==> src/rtl/rd_burst_ctrl_if.sv <==
// Request/strobe bundle between the N_CH requesters, the burst controller and the memory.
// The master side drives go/len/ws; the slave (controller) side drives the strobes and status.
interface rd_burst_ctrl_if #(
    parameter int N_CH  = 4,
    parameter int LEN_W = 4
);
    logic [N_CH-1:0]       go;
    logic [N_CH*LEN_W-1:0] len;
    logic                  ws;
    logic                  rd;
    logic                  ds;
    logic                  err;
    logic [N_CH-1:0]       grant;
    logic [LEN_W-1:0]      beat_cnt;
    logic                  busy;

    modport master (
        output go, len, ws,
        input  rd, ds, err, grant, beat_cnt, busy
    );

    modport slave (
        input  go, len, ws,
        output rd, ds, err, grant, beat_cnt, busy
    );
endinterface

==> src/rtl/rd_burst_ctrl.sv <==
// Round-robin multi-channel read-burst controller with wait-state stretching and timeout abort.
// All outputs are registered (Moore); go/len/ws only influence the next state.
module rd_burst_ctrl #(
    parameter int N_CH    = 4,
    parameter int LEN_W   = 4,
    parameter int TO_W    = 8,
    parameter int TIMEOUT = 16
) (
    input  logic            clk,
    input  logic            rst,
    rd_burst_ctrl_if.slave  bus
);
    localparam int PTR_W = (N_CH > 1) ? $clog2(N_CH) : 1;
    localparam logic [TO_W-1:0] TO_LAST = (TIMEOUT == 0) ? '0 : TO_W'(TIMEOUT - 1);

    typedef enum logic [2:0] {S_IDLE, S_READ, S_DLY, S_DONE, S_ABORT} state_t;

    state_t            r_state;
    logic [N_CH-1:0]   r_grant;
    logic [LEN_W-1:0]  r_len;
    logic [LEN_W-1:0]  r_beat;
    logic [TO_W-1:0]   r_wait;
    logic [PTR_W-1:0]  r_ptr;
    logic              r_rd;
    logic              r_ds;
    logic              r_err;
    logic              r_busy;

    logic              w_found;
    logic [PTR_W-1:0]  w_win_idx;
    logic [LEN_W-1:0]  w_win_len;
    int                w_idx;

    // Search upward starting just after the last winner so every channel gets a turn.
    always_comb begin
        w_found   = 1'b0;
        w_win_idx = '0;
        w_idx     = 0;
        for (int i = 1; i <= N_CH; i++) begin
            w_idx = int'(r_ptr) + i;
            if (w_idx >= N_CH) w_idx = w_idx - N_CH;
            if (!w_found && bus.go[w_idx]) begin
                w_found   = 1'b1;
                w_win_idx = PTR_W'(w_idx);
            end
        end
        w_win_len = bus.len[int'(w_win_idx)*LEN_W +: LEN_W];
    end

    always_ff @(posedge clk or posedge rst) begin
        if (rst) begin
            r_state <= S_IDLE;
            r_grant <= '0;
            r_len   <= '0;
            r_beat  <= '0;
            r_wait  <= '0;
            r_ptr   <= PTR_W'(N_CH - 1);
            r_rd    <= 1'b0;
            r_ds    <= 1'b0;
            r_err   <= 1'b0;
            r_busy  <= 1'b0;
        end else begin
            case (r_state)
                S_IDLE: begin
                    if (w_found) begin
                        r_state <= S_READ;
                        r_grant <= {{(N_CH-1){1'b0}}, 1'b1} << w_win_idx;
                        r_len   <= w_win_len;
                        r_ptr   <= w_win_idx;
                        r_beat  <= '0;
                        r_rd    <= 1'b1;
                        r_busy  <= 1'b1;
                    end
                end
                S_READ: begin
                    r_state <= S_DLY;
                    r_wait  <= '0;
                end
                S_DLY: begin
                    // ws has priority: a beat that completes on the timeout cycle is not aborted.
                    if (bus.ws) begin
                        if (TIMEOUT != 0 && r_wait == TO_LAST) begin
                            r_state <= S_ABORT;
                            r_rd    <= 1'b0;
                            r_err   <= 1'b1;
                        end else begin
                            r_wait  <= r_wait + 1'b1;
                        end
                    end else if (r_beat < r_len) begin
                        r_beat  <= r_beat + 1'b1;
                        r_state <= S_READ;
                    end else begin
                        r_state <= S_DONE;
                        r_rd    <= 1'b0;
                        r_ds    <= 1'b1;
                    end
                end
                S_DONE: begin
                    r_state <= S_IDLE;
                    r_ds    <= 1'b0;
                    r_busy  <= 1'b0;
                    r_grant <= '0;
                end
                S_ABORT: begin
                    r_state <= S_IDLE;
                    r_err   <= 1'b0;
                    r_busy  <= 1'b0;
                    r_grant <= '0;
                end
                default: begin
                    r_state <= S_IDLE;
                    r_rd    <= 1'b0;
                    r_ds    <= 1'b0;
                    r_err   <= 1'b0;
                    r_busy  <= 1'b0;
                    r_grant <= '0;
                end
            endcase
        end
    end

    assign bus.rd       = r_rd;
    assign bus.ds       = r_ds;
    assign bus.err      = r_err;
    assign bus.grant    = r_grant;
    assign bus.beat_cnt = r_beat;
    assign bus.busy     = r_busy;
endmodule

==> src/flat_wrapper.sv <==
// flat-port wrapper written by rule: the top's interface ports become plain ports
module rd_burst_ctrl_flat 
#(
    parameter int N_CH    = 4,
    parameter int LEN_W   = 4,
    parameter int TO_W    = 8,
    parameter int TIMEOUT = 16
)
  (clk, rst, bus_go, bus_len, bus_ws, bus_rd, bus_ds, bus_err, bus_grant, bus_beat_cnt, bus_busy);
  rd_burst_ctrl_if #(.N_CH(N_CH), .LEN_W(LEN_W)) bus_i ();
  input  logic clk;
  input  logic rst;
  input wire logic [$bits(bus_i.go)-1:0] bus_go;
  input wire logic [$bits(bus_i.len)-1:0] bus_len;
  input wire logic [$bits(bus_i.ws)-1:0] bus_ws;
  output wire logic [$bits(bus_i.rd)-1:0] bus_rd;
  output wire logic [$bits(bus_i.ds)-1:0] bus_ds;
  output wire logic [$bits(bus_i.err)-1:0] bus_err;
  output wire logic [$bits(bus_i.grant)-1:0] bus_grant;
  output wire logic [$bits(bus_i.beat_cnt)-1:0] bus_beat_cnt;
  output wire logic [$bits(bus_i.busy)-1:0] bus_busy;
  assign bus_i.go = bus_go;
  assign bus_i.len = bus_len;
  assign bus_i.ws = bus_ws;
  assign bus_rd = bus_i.rd;
  assign bus_ds = bus_i.ds;
  assign bus_err = bus_i.err;
  assign bus_grant = bus_i.grant;
  assign bus_beat_cnt = bus_i.beat_cnt;
  assign bus_busy = bus_i.busy;
  rd_burst_ctrl #(.N_CH(N_CH), .LEN_W(LEN_W), .TO_W(TO_W), .TIMEOUT(TIMEOUT)) u_core (.clk(clk), .rst(rst), .bus(bus_i));
endmodule
==> config.mk <==
export PLATFORM = sky130hd
export DESIGN_NAME = rd_burst_ctrl_flat
export DESIGN_NICKNAME = d
export VERILOG_FILES = /design/src/rtl/rd_burst_ctrl_if.sv /design/src/rtl/rd_burst_ctrl.sv /design/src/flat_wrapper.sv
export SDC_FILE = /design/constraint.sdc
export NUM_CORES = 1
export LEC_CHECK = 0
export ABC_AREA = 1
export CAP_MARGIN = 20
export CORE_MARGIN = 2
export CORE_UTILIZATION = 52
export DETAILED_ROUTE_END_ITERATION = 8
export PLACE_DENSITY = 0.77
export SYNTH_ARGS = -nofsm -noshare
export SYNTH_HDL_FRONTEND = slang
export SYNTH_SLANG_ARGS = --single-unit
==> constraint.sdc <==
create_clock -name clk -period 2.11 [get_ports clk]
set_input_delay 0.211 -clock clk [delete_from_list [all_inputs] [get_ports clk]]
set_output_delay 0.211 -clock clk [all_outputs]
set_load 0.05 [all_outputs]
# Word-level counts from Yosys, hierarchy flattened
# Cells that the tools add are included.
[totals] reg_bits=29 wordCells=120 out_inout_bits=12
[classes] eq_ne=14 reduce_logical=21 n_shift=2 n_addsub=10 mux=50 bitwise_logic=4 n_lt_le_gt_ge=9
[op_table] cell="$ge A32 B4 Y1 const B" count=4
[op_table] cell="$lt A32 B4 Y1 const B" count=4
[op_table] cell="$mux W32" count=4
[op_table] cell="$sub A32 B4 Y32 const B" count=4
[op_table] cell="$mux W1" count=20
[op_table] cell="$mux W4" count=4
[op_table] cell="$mux W8" count=2
[op_table] cell="$pmux W4 S2" count=2
[op_table] cell="$pmux W8 S2" count=1
[op_table] cell="$shiftx A16 B5 Y4" count=1
[op_table] cell="$mux W2" count=5
[op_table] cell="$mux W3" count=3
[op_table] cell="$pmux W3 S3" count=1
[op_table] cell="$reduce_and A3 Y1" count=3
[op_table] cell="$reduce_or A3 Y1" count=3
[op_table] cell="$add A8 B1 Y8 const B" count=1
[op_table] cell="$bmux W1 S2" count=4
[op_table] cell="$eq A8 B4 Y1 const B" count=1
[op_table] cell="$ne A2 B2 Y1 const B" count=4
[op_table] cell="$reduce_and A4 Y1" count=2
[op_table] cell="$add A2 B2 Y3 const B" count=2
[op_table] cell="$eq A3 B2 Y1 const B" count=2
[op_table] cell="$ne A2 B1 Y1 const B" count=3
[op_table] cell="$pmux W1 S2" count=3
[op_table] cell="other kinds (17)" count=27

# Logic depth before layout (Yosys ltp)
# Gate-level depths: netlist (run 1).
[logic_depth] word_depth=19 mapped_depth=16 depth_no_buf=15

# Least setup slack after synthesis (run 1)
# Ideal clock, no wire load.
[synth_path] path_kind="register to register" start="reg u_core.r_beat[1], in the netlist u_core.bus.beat_cnt[1]" end="reg u_core.r_beat[0], in the netlist u_core.bus.beat_cnt[0]" arrival_time_ps=1687 stages_incl_launch_ff=12 synth_period_minus_slack_ps=1812 setup_time_ps=125 n_path_buf=0 path_slack_ps=298 required_ps=1985 cell_sequence="dfrtp_1 > ha_1 > nand2_1 > nand2_1 > nand2_1 > nand2_1 > a21oi_1 > nand2_1 > nand2_1 > nand2_2 > a21oi_1 > a21oi_1"
[synth_via] elab_chain_cells=3
[synth_rtl] element="start, declared" line="rd_burst_ctrl.sv:21" source="logic [LEN_W-1:0] r_beat;"
[synth_rtl] element="start signal, assigned" line="rd_burst_ctrl.sv:90" source="r_beat <= r_beat + 1'b1;"
[synth_rtl] element="$lt A4 B4 Y1" line="rd_burst_ctrl.sv:89" source="end else if (r_beat < r_len) begin"
[synth_rtl] element="$ne A2 B1 Y1 (no line)"
[synth_rtl] element="$reduce_and A4 Y1 (no line)"
# Every way passes these cells.
# A chain may end at the register's enable or synchronous reset.

# Final worst setup path (run 1)
[layout_path] start="reg u_core.r_ptr[0]" end="reg u_core.r_len[3]"
[layout_via] elab_chain_cells=17 word_cells_on_any_way=44 classes_between="8 x add/sub; 4 x order compare; 1 x shift; 24 x mux; 7 x reduce/logical"
[layout_rtl] element="start, declared" line="rd_burst_ctrl.sv:23" source="logic [PTR_W-1:0] r_ptr;"
[layout_rtl] element="start signal, assigned" line="rd_burst_ctrl.sv:57" source="r_ptr <= PTR_W'(N_CH - 1);"
[layout_rtl] element="start signal, assigned" line="rd_burst_ctrl.sv:69" source="r_ptr <= w_win_idx;"
[layout_rtl] element="$add A2 B1 Y3" line="rd_burst_ctrl.sv:40" source="w_idx = int'(r_ptr) + i;"
[layout_rtl] element="$sub A32 B4 Y32 or $ge A32 B4 Y1 (tied branches)" line="rd_burst_ctrl.sv:41" source="if (w_idx >= N_CH) w_idx = w_idx - N_CH;"
[layout_rtl] element="$mux W32" line="rd_burst_ctrl.sv:41"
[layout_rtl] element="$bmux W1 S2" line="rd_burst_ctrl.sv:42" source="if (!w_found && bus.go[w_idx]) begin"
[layout_rtl] element="$mux W1 (implied by the code) (2 in a row)" line="rd_burst_ctrl.sv:42"
[layout_rtl] element="$mux W1" line="rd_burst_ctrl.sv:42"
[layout_rtl] element="$logic_not A1 Y1" line="rd_burst_ctrl.sv:42"
[layout_rtl] element="$logic_and A1 B1 Y1" line="rd_burst_ctrl.sv:42"
[layout_rtl] element="$mux W1" line="rd_burst_ctrl.sv:42"
[layout_rtl] element="$logic_not A1 Y1" line="rd_burst_ctrl.sv:42"
[layout_rtl] element="$logic_and A1 B1 Y1" line="rd_burst_ctrl.sv:42"
[layout_rtl] element="$mux W1" line="rd_burst_ctrl.sv:42"
[layout_rtl] element="$logic_not A1 Y1" line="rd_burst_ctrl.sv:42"
[layout_rtl] element="$logic_and A1 B1 Y1" line="rd_burst_ctrl.sv:42"
[layout_rtl] element="$mux W2 or $mux W1 (tied branches)" line="rd_burst_ctrl.sv:42"
[layout_rtl] element="$shiftx A16 B5 Y4 or $reduce_and A2 Y1 (tied branches)"
[layout_rtl] element="end signal, assigned" line="rd_burst_ctrl.sv:68" source="r_len <= w_win_len;"
[layout_rtl] element="end, declared" line="rd_burst_ctrl.sv:20" source="logic [LEN_W-1:0] r_len;"
# Parallel ways exist; a longest one is shown, timed or not. The select of a mux whose other input is x is not followed.

==> impl_results.md, run 1 <==
- Outcome: complete, no violations
- First DRT Iteration DRCs: 108
- Synthesized cell area: between 1500 and 2000 um2
- Maximum clock frequency: 502 MHz
- Via-to-Cell Ratio: slightly above 5
- Slowest cell delay on critical path: about 570 ps
- Sequential cell fraction of total power: about a fifth
- Post-DR wirelength/cell: approximately 12 um
- Cell-internal power: 2.04 mW
- Setup TNS: 0 ps
- Placeable Area: ~3600 um2
- Power share of the clock group: 10.7%
- Distinct cell type count of the synthesized netlist: 28
- Antenna cells: 0
- CP max FO: 9
- Ordered list of cells on the worst path: inv_2 -> nand2_1 -> nand2_2 -> nand2_1 -> nand2_2 -> nor2_8 -> nand3_1 -> a21oi_4 -> nand2_1 -> nand2_1 -> nand2_1 -> nand2_1
- LEAKAGE: between 1 and 1.5 nW
- Wire length reported by the detailed router: roughly 4300 um
- Number of slew-limit violations in the final report: 0
- Worst-Skew Late Latency: 280 ps
- Final Total Pwr: around 4.3 mW
- Fraction of power spent switching nets: a little over half
- Number of flops mapped to enable cells by yosys: 0
- 1st-pass router iterations: 4
- Buffer levels on the longest clock path: 2
- Synth Register Bits: 29
- Die Area: between 4000 and 5000 um2
- Min Tclk post-route: roughly 2000 ps
- Top-Level Pins: 35
- Most used cell, CP: nand2_1
- Area occupied by multi-input gates: 1090 um2
- Final core occ: 69.1%
- Area of all placed cells without fillers: 2490 um2
- Post-layout net count: 345
- Setup CP Type: reg2reg
- Number of global-route vias before repair: roughly 1.7k
- Overall routing resource usage: between 20% and 30%
- CTS tree: done
- Clk Tree Root Cell: clkbuf_8
- Starting density of the core: between 50% and 60%
- Combinational share of power: 68.0%
- Cells taking the most area after synthesis: dfrtp_1, nand2_1, nand3_1, inv_1, nand2_2
- P&R area growth vs syn: 29.5%
- Wire length of the first global-routing pass: between 7000 and 8000 um
- Horiz. Die Dim: 64.8 um
- Number of hold-slack violations in the final timing report: 0
- Net count after synthesis: a little under 300
- Most common cell in the synthesized netlist: nand2_1
- Kind of capture point of the worst setup path: flip-flop
- Worst hold margin: about 310 ps
- Clock buffers created by TritonCTS: 5
- H-tree lvl count: 2
- Synthesized instance count: roughly 270
- Number of design rule violations left after detail routing: 0
- RePlAce Congestion: ~0.95
- Leading cell types by count after synthesis: nand2_1, dfrtp_1, inv_1
- Final Skew: slightly above 5 ps
- Crit share post-route: roughly 94%
- Yosys top cell by area: dfrtp_1
- Count of buffer and inverter cells on the critical path: 1
- Clock-pin transition on the worst setup and hold timing paths: approximately 60 ps
- Post-Syn Area per Cell: around 7.2 um2
- CP Data Required Time: between 2000 and 2500 ps
- Maximum number of pins on one net before global-route repair: 30
- Total power per unit cell area: around 1700 nW/um2
- CP Launch Type: flip-flop
- Actual slew at the worst max-slew pin: roughly 500 ps
- Number of maximum-capacitance constraint violations: 0
- Fraction of layout cells with a size suffix above 1: between 10% and 20%
- Sequential-to-total area share from yosys stat: between 30% and 40%
- Initial antenna violation count: 0
- Type of the most critical hold path: in2async
- Critical-path top delay cell: dfstp_2
- Detail Placement HPWL: about 3100 um
- Relative slew slack: about two thirds
- Die height: approximately 65 um
- Final setup vio count: 0
- Share of synthesized registers carrying an async set or reset: 100%
- Cell family with most CP delay: simple AND/OR/NAND/NOR gates
- Worst IR Drop VDD: between 0.9 and 1 mV
- Area share of the largest cell type after synthesis: between 30% and 40%
- Port buffer count: 34
- Total global routing overflow: 0
- Cell area after placement: roughly 2300 um2
- Number of standard-cell rows in the floorplan: 22
- Sw power: between 2 and 2.5 mW
- Area taken by flip-flops and latches: about 730 um2
- Endpoint arrival time on the critical path: 2220 ps
- Dominant register cell in the synthesized netlist: dfrtp_1
- Overall via count from detail_route: around 1.8k
- Yosys synthesis warning count: 0
- Number of nets with antenna violations after detailed routing: 0
- Count of filler cells inserted in the layout: 307
- Clock Sinks: 29
area by class of cell:
cell class | count | area share, %
clock buffer | 7 | 3.46
inverter | 31 | 4.77
multi-input combinational | 207 | 43.8
sequential | 29 | 29.2
tap | 48 | 2.41
timing repair buffer | 43 | 16.4
cell usage in the layout (no fill, tap or decap), drive strengths merged:
cell type,netlist,final
nand2,126,126
clkdlybuf4s50,0,34
inv,31,31
dfrtp,27,27
nand3,23,24
nor2,18,18
o21ai,11,11
a21oi,10,10
buf,3,9
clkbuf,0,7
ha,5,5
o31ai,4,4
nor3,3,3
nand4,2,2
dfstp,2,2
and3,1,1
nor3b,1,1
xnor2,1,1
xor2,1,1
logic make-up after synthesis:
kind of cell,synth area share [%]
xor+xnor,0.910
buf+inv,7.93
fa+ha+maj,3.25
simple gates,41.6
compound gates,8.45
flops,37.8
repair_timing:
item                       CTS  global route
setup buffers                0             3
resized for setup            0             9
setup endpoints to repair    0            10
hold buffers                 0             0
power by group through the flow:
| stage | Clock [mW] | Combinational, mW | Sequential, mW |
|---|---|---|---|
| floorplan | 0 | 1.90 | 1.12 |
| global placement | 0 | 2.60 | 0.919 |
| detailed placement | 0 | 2.65 | 0.923 |
| CTS | 0.472 | 2.66 | 0.915 |
| global route | 0.490 | 3.25 | 0.936 |
| finish | 0.457 | 2.91 | 0.910 |
sequential cells by signal, summed over array words and instances (netlist names):
register,cells
u_core.bus.beat_cnt,4
u_core.bus.grant,4
u_core.r_wait,8
u_core.r_len,4
u_core.r_ptr,2
u_core.bus.rd,1
u_core.r_state,3
u_core.bus.err,1
u_core.bus.busy,1
u_core.bus.ds,1
worst reg2reg max path, stage by stage (launching register included):
cell     delay (ps)
dfstp_2         570
inv_2           100
nand2_1         120
nand2_2          90
nand2_1         110
nand2_2         100
nor2_8          140
nand3_1         150
a21oi_4         300
nand2_1          90
nand2_1          80
nand2_1          50
nand2_1          60
final timing paths:
| path | slack (ps) | cells after the start | to | start |
|---|---|---|---|---|
| setup / recovery | 120 | 12 | u_core.r_len[3] | u_core.r_ptr[0] |
| min in group clk | 470 | 2 | u_core.bus.busy | u_core.bus.busy |
| max in group asynchronous | 1480 | 3 | u_core.r_ptr[0] | rst |
| setup reg to reg | 120 | 12 | u_core.r_len[3] | u_core.r_ptr[0] |
| hold / removal | 310 | 3 | u_core.r_len[0] | rst |
| hold reg to reg | 470 | 2 | u_core.bus.busy | u_core.bus.busy |
stage by stage:
| stage | instances | setup WS (ps) |
|---|---|---|
| 2_1_floorplan | 269 | 298 |
| 6_report | 365 | 117 |
| 4_1_cts | 361 | 40.7 |
| 5_1_grt | 365 | -37.0 |
| 3_5_place_dp | 354 | 44.2 |
| 3_3_place_gp | 354 | 79.1 |
layer usage:
| metal | up-vias | wire length (um) | global-route usage [%] |
|---|---|---|---|
| li1 | 947 | - | - |
| met1 | 855 | 2010 | 27.8 |
| met2 | 35 | 2040 | 36.9 |
| met3 | 8 | 170 | 6.94 |
| met4 | 0 | 79 | 9.04 |
| met5 | - | 0 | 0 |
Power figures use the tool's default switching activity.
==> run 2, diff against run 1 <==
--- a/config.mk
+++ b/config.mk
@@ -6,10 +6,10 @@
 export NUM_CORES = 1
 export LEC_CHECK = 0
 export ABC_AREA = 1
-export CAP_MARGIN = 20
 export CORE_MARGIN = 2
 export CORE_UTILIZATION = 52
 export DETAILED_ROUTE_END_ITERATION = 8
+export GPL_TIMING_DRIVEN = 0
 export PLACE_DENSITY = 0.77
 export SYNTH_ARGS = -nofsm -noshare
 export SYNTH_HDL_FRONTEND = slang
==> impl_results.md, run 2 (synthesis gave the netlist of run 1 again) <==
- Type of the most critical hold path: reg2reg
- Number of design rule violations left after detail routing: 0
- Sequential cell fraction of total power: about 22%
- Unrepaired setup endpoints after global routing: yes
- Combinational share of power: 67.8%
- Fraction of layout cells with a size suffix above 1: around 17%
- Commonest non-fill, non-tap cell in the layout: nand2_1
- Wire length reported by the detailed router: 3980 um
- Number of maximum-capacitance constraint violations: 0
- Top-Level Pins: 35
- Number of nets with antenna violations after detailed routing: 0
- CP Launch Type: flip-flop
- Min Tclk post-route: between 1500 and 2000 ps
- Area occupied by multi-input gates: 1070 um2
- Via-to-Cell Ratio: between 4 and 5
- Actual slew at the worst max-slew pin: approximately 1100 ps
- Number of slew-limit violations in the final report: 0
- Overall routing resource usage: a little over a fifth
- Number of global-route vias before repair: 1681
- Horiz. Die Dim: 64.8 um
- Buffer levels on the longest clock path: 2
- Endpoint arrival time on the critical path: 2140 ps
- Die height: between 60 and 70 um
- Most used cells in the layout excluding fill and tap cells: nand2_1, clkdlybuf4s50_1, dfrtp_1, inv_1
- Fraction of power spent switching nets: 52.2%
- Number of standard-cell rows in the floorplan: 22
- Total global routing overflow: 0
- Worst IR Drop VDD: approximately 1.2 mV
- Final worst setup slack: about 150 ps
- Setup CP Type: reg2reg
- Worst hold margin: approximately 480 ps
- Clock Sinks: 29
- Most flop-heavy register: u_core.r_wait
- Count of filler cells inserted in the layout: just over 300
- CP Data Required Time: between 2000 and 2500 ps
- Number of hold-slack violations in the final timing report: 0
- Worst-Skew Late Latency: roughly 290 ps
- Flip-flop count of the largest register after layout: 8
- 1st-pass router iterations: 4
- Clock-pin transition on the worst setup and hold timing paths: 60 ps
- Power share of the clock group: 10.6%
- Cell-internal power: 1.99 mW
- H-tree lvl count: 2
- Total power per unit cell area: roughly 1700 nW/um2
- Maximum number of pins on one net before global-route repair: 30
- Port buffer count: 34
- Starting density of the core: 53.4%
- CP max FO: 10
- Die Area: 4200 um2
- Post-place setup slack: 56.6 ps
- LEAKAGE: 1.25 nW
- Maximum clock frequency: slightly above 500 MHz
- Kind of capture point of the worst setup path: flip-flop
- Clk Tree Root Cell: clkbuf_8
- Detail Placement HPWL: between 2000 and 3000 um
- Overall via count from detail_route: 1792
- Setup TNS: 0 ps
- Initial antenna violation count: 0
- Placeable Area: roughly 3600 um2
- Antenna cells: 0
- CTS tree: done
- RePlAce Congestion: about 0.81
- Sw power: around 2.2 mW
- First DRT Iteration DRCs: 148
- Crit share post-route: between 90% and 100%
- Final setup vio count: 0
- Wire length of the first global-routing pass: roughly 7100 um
- Clock buffers created by TritonCTS: 5
- Post-DR wirelength/cell: between 10 and 15 um
- Post-layout net count: 340
- Outcome: complete, no violations
- P&R area growth vs syn: 27.6%
- Relative slew slack: 29.1%
- Final Skew: 5.18 ps
- Area taken by flip-flops and latches: 728 um2
## run 2: cell types whose count changed in the layout (fill, tap and decap cells not counted), moves of 2 or more
cell	previous run	this run
buf_4	9	2
buf_6	0	2
clkinv_2	0	2
nand2_2	18	20
## run 2: area by class of cell
type | count | area share [%]
plain buffers | 3 | 1.53
multi-input cells | 206 | 43.7
inverters | 31 | 4.84
repair buffers | 36 | 14.5
well taps | 48 | 2.45
clock inverters | 2 | 0.408
clock buffers | 6 | 2.95
flip-flops and latches | 29 | 29.6
## run 2: layer usage
layer	share of wire (%)	vias up	GRT usage (%)
li1	-	935	-
met1	48	822	27.6
met2	46	29	35.3
met3	4.9	6	4.86
met4	1.2	0	9.31
met5	0	-	0
## run 2: power by group through the flow
| stage | Sequential (mW) | Combinational, mW | Clock, mW |
|---|---|---|---|
| 5_1_grt | 0.929 | 3.18 | 0.475 |
| 6_report | 0.901 | 2.82 | 0.440 |
| 4_1_cts | 0.903 | 2.70 | 0.452 |
| 3_5_place_dp | 0.911 | 2.69 | 0 |
| 2_1_floorplan | 1.12 | 1.90 | 0 |
| 3_3_place_gp | 0.907 | 2.65 | 0 |
## run 2: worst paths after layout
| check | end | from | slack [ps] | cells past startpoint |
|---|---|---|---|---|
| worst max-delay path | u_core.r_len[3] | u_core.r_ptr[1] | 150 | 16 |
| worst min-delay path | u_core.bus.busy | u_core.bus.busy | 480 | 2 |
| worst max register to register | u_core.r_len[3] | u_core.r_ptr[1] | 150 | 16 |
| worst min register to register | u_core.bus.busy | u_core.bus.busy | 480 | 2 |
| max in group asynchronous | u_core.r_wait[4] | rst | 980 | 2 |
| min in group asynchronous | u_core.r_len[2] | rst | 490 | 2 |
## run 2: stage by stage
step	cell area, um2	utilization [%]	instances	power, mW
after floorplan	1920	-	269	3.02
after global placement	2320	64.5	351	3.56
after detailed placement	2320	64.5	351	3.60
after CTS	2410	66.8	359	4.05
after global routing	2460	68.1	361	4.59
final	2460	68.1	361	4.16
## run 2: critical path, stage by stage (launching register included)
cell,delay (ps)
dfstp_2,610
inv_4,80
nand2_4,60
nand2_2,80
nand2_1,80
nand2_2,80
nand2_2,100
nand2_1,70
nand2_1,100
nand3_4,90
buf_8,160
nand2_2,50
nand2_1,50
nand2_1,60
nand2_1,50
nand2_1,70
nand2_1,60
## run 2: timing repair
item                                    4_1_cts  5_1_grt
hold buffers                                  0        0
resized for setup                             0       11
endpoints found under the setup margin        0        6
setup buffers                                 0        2
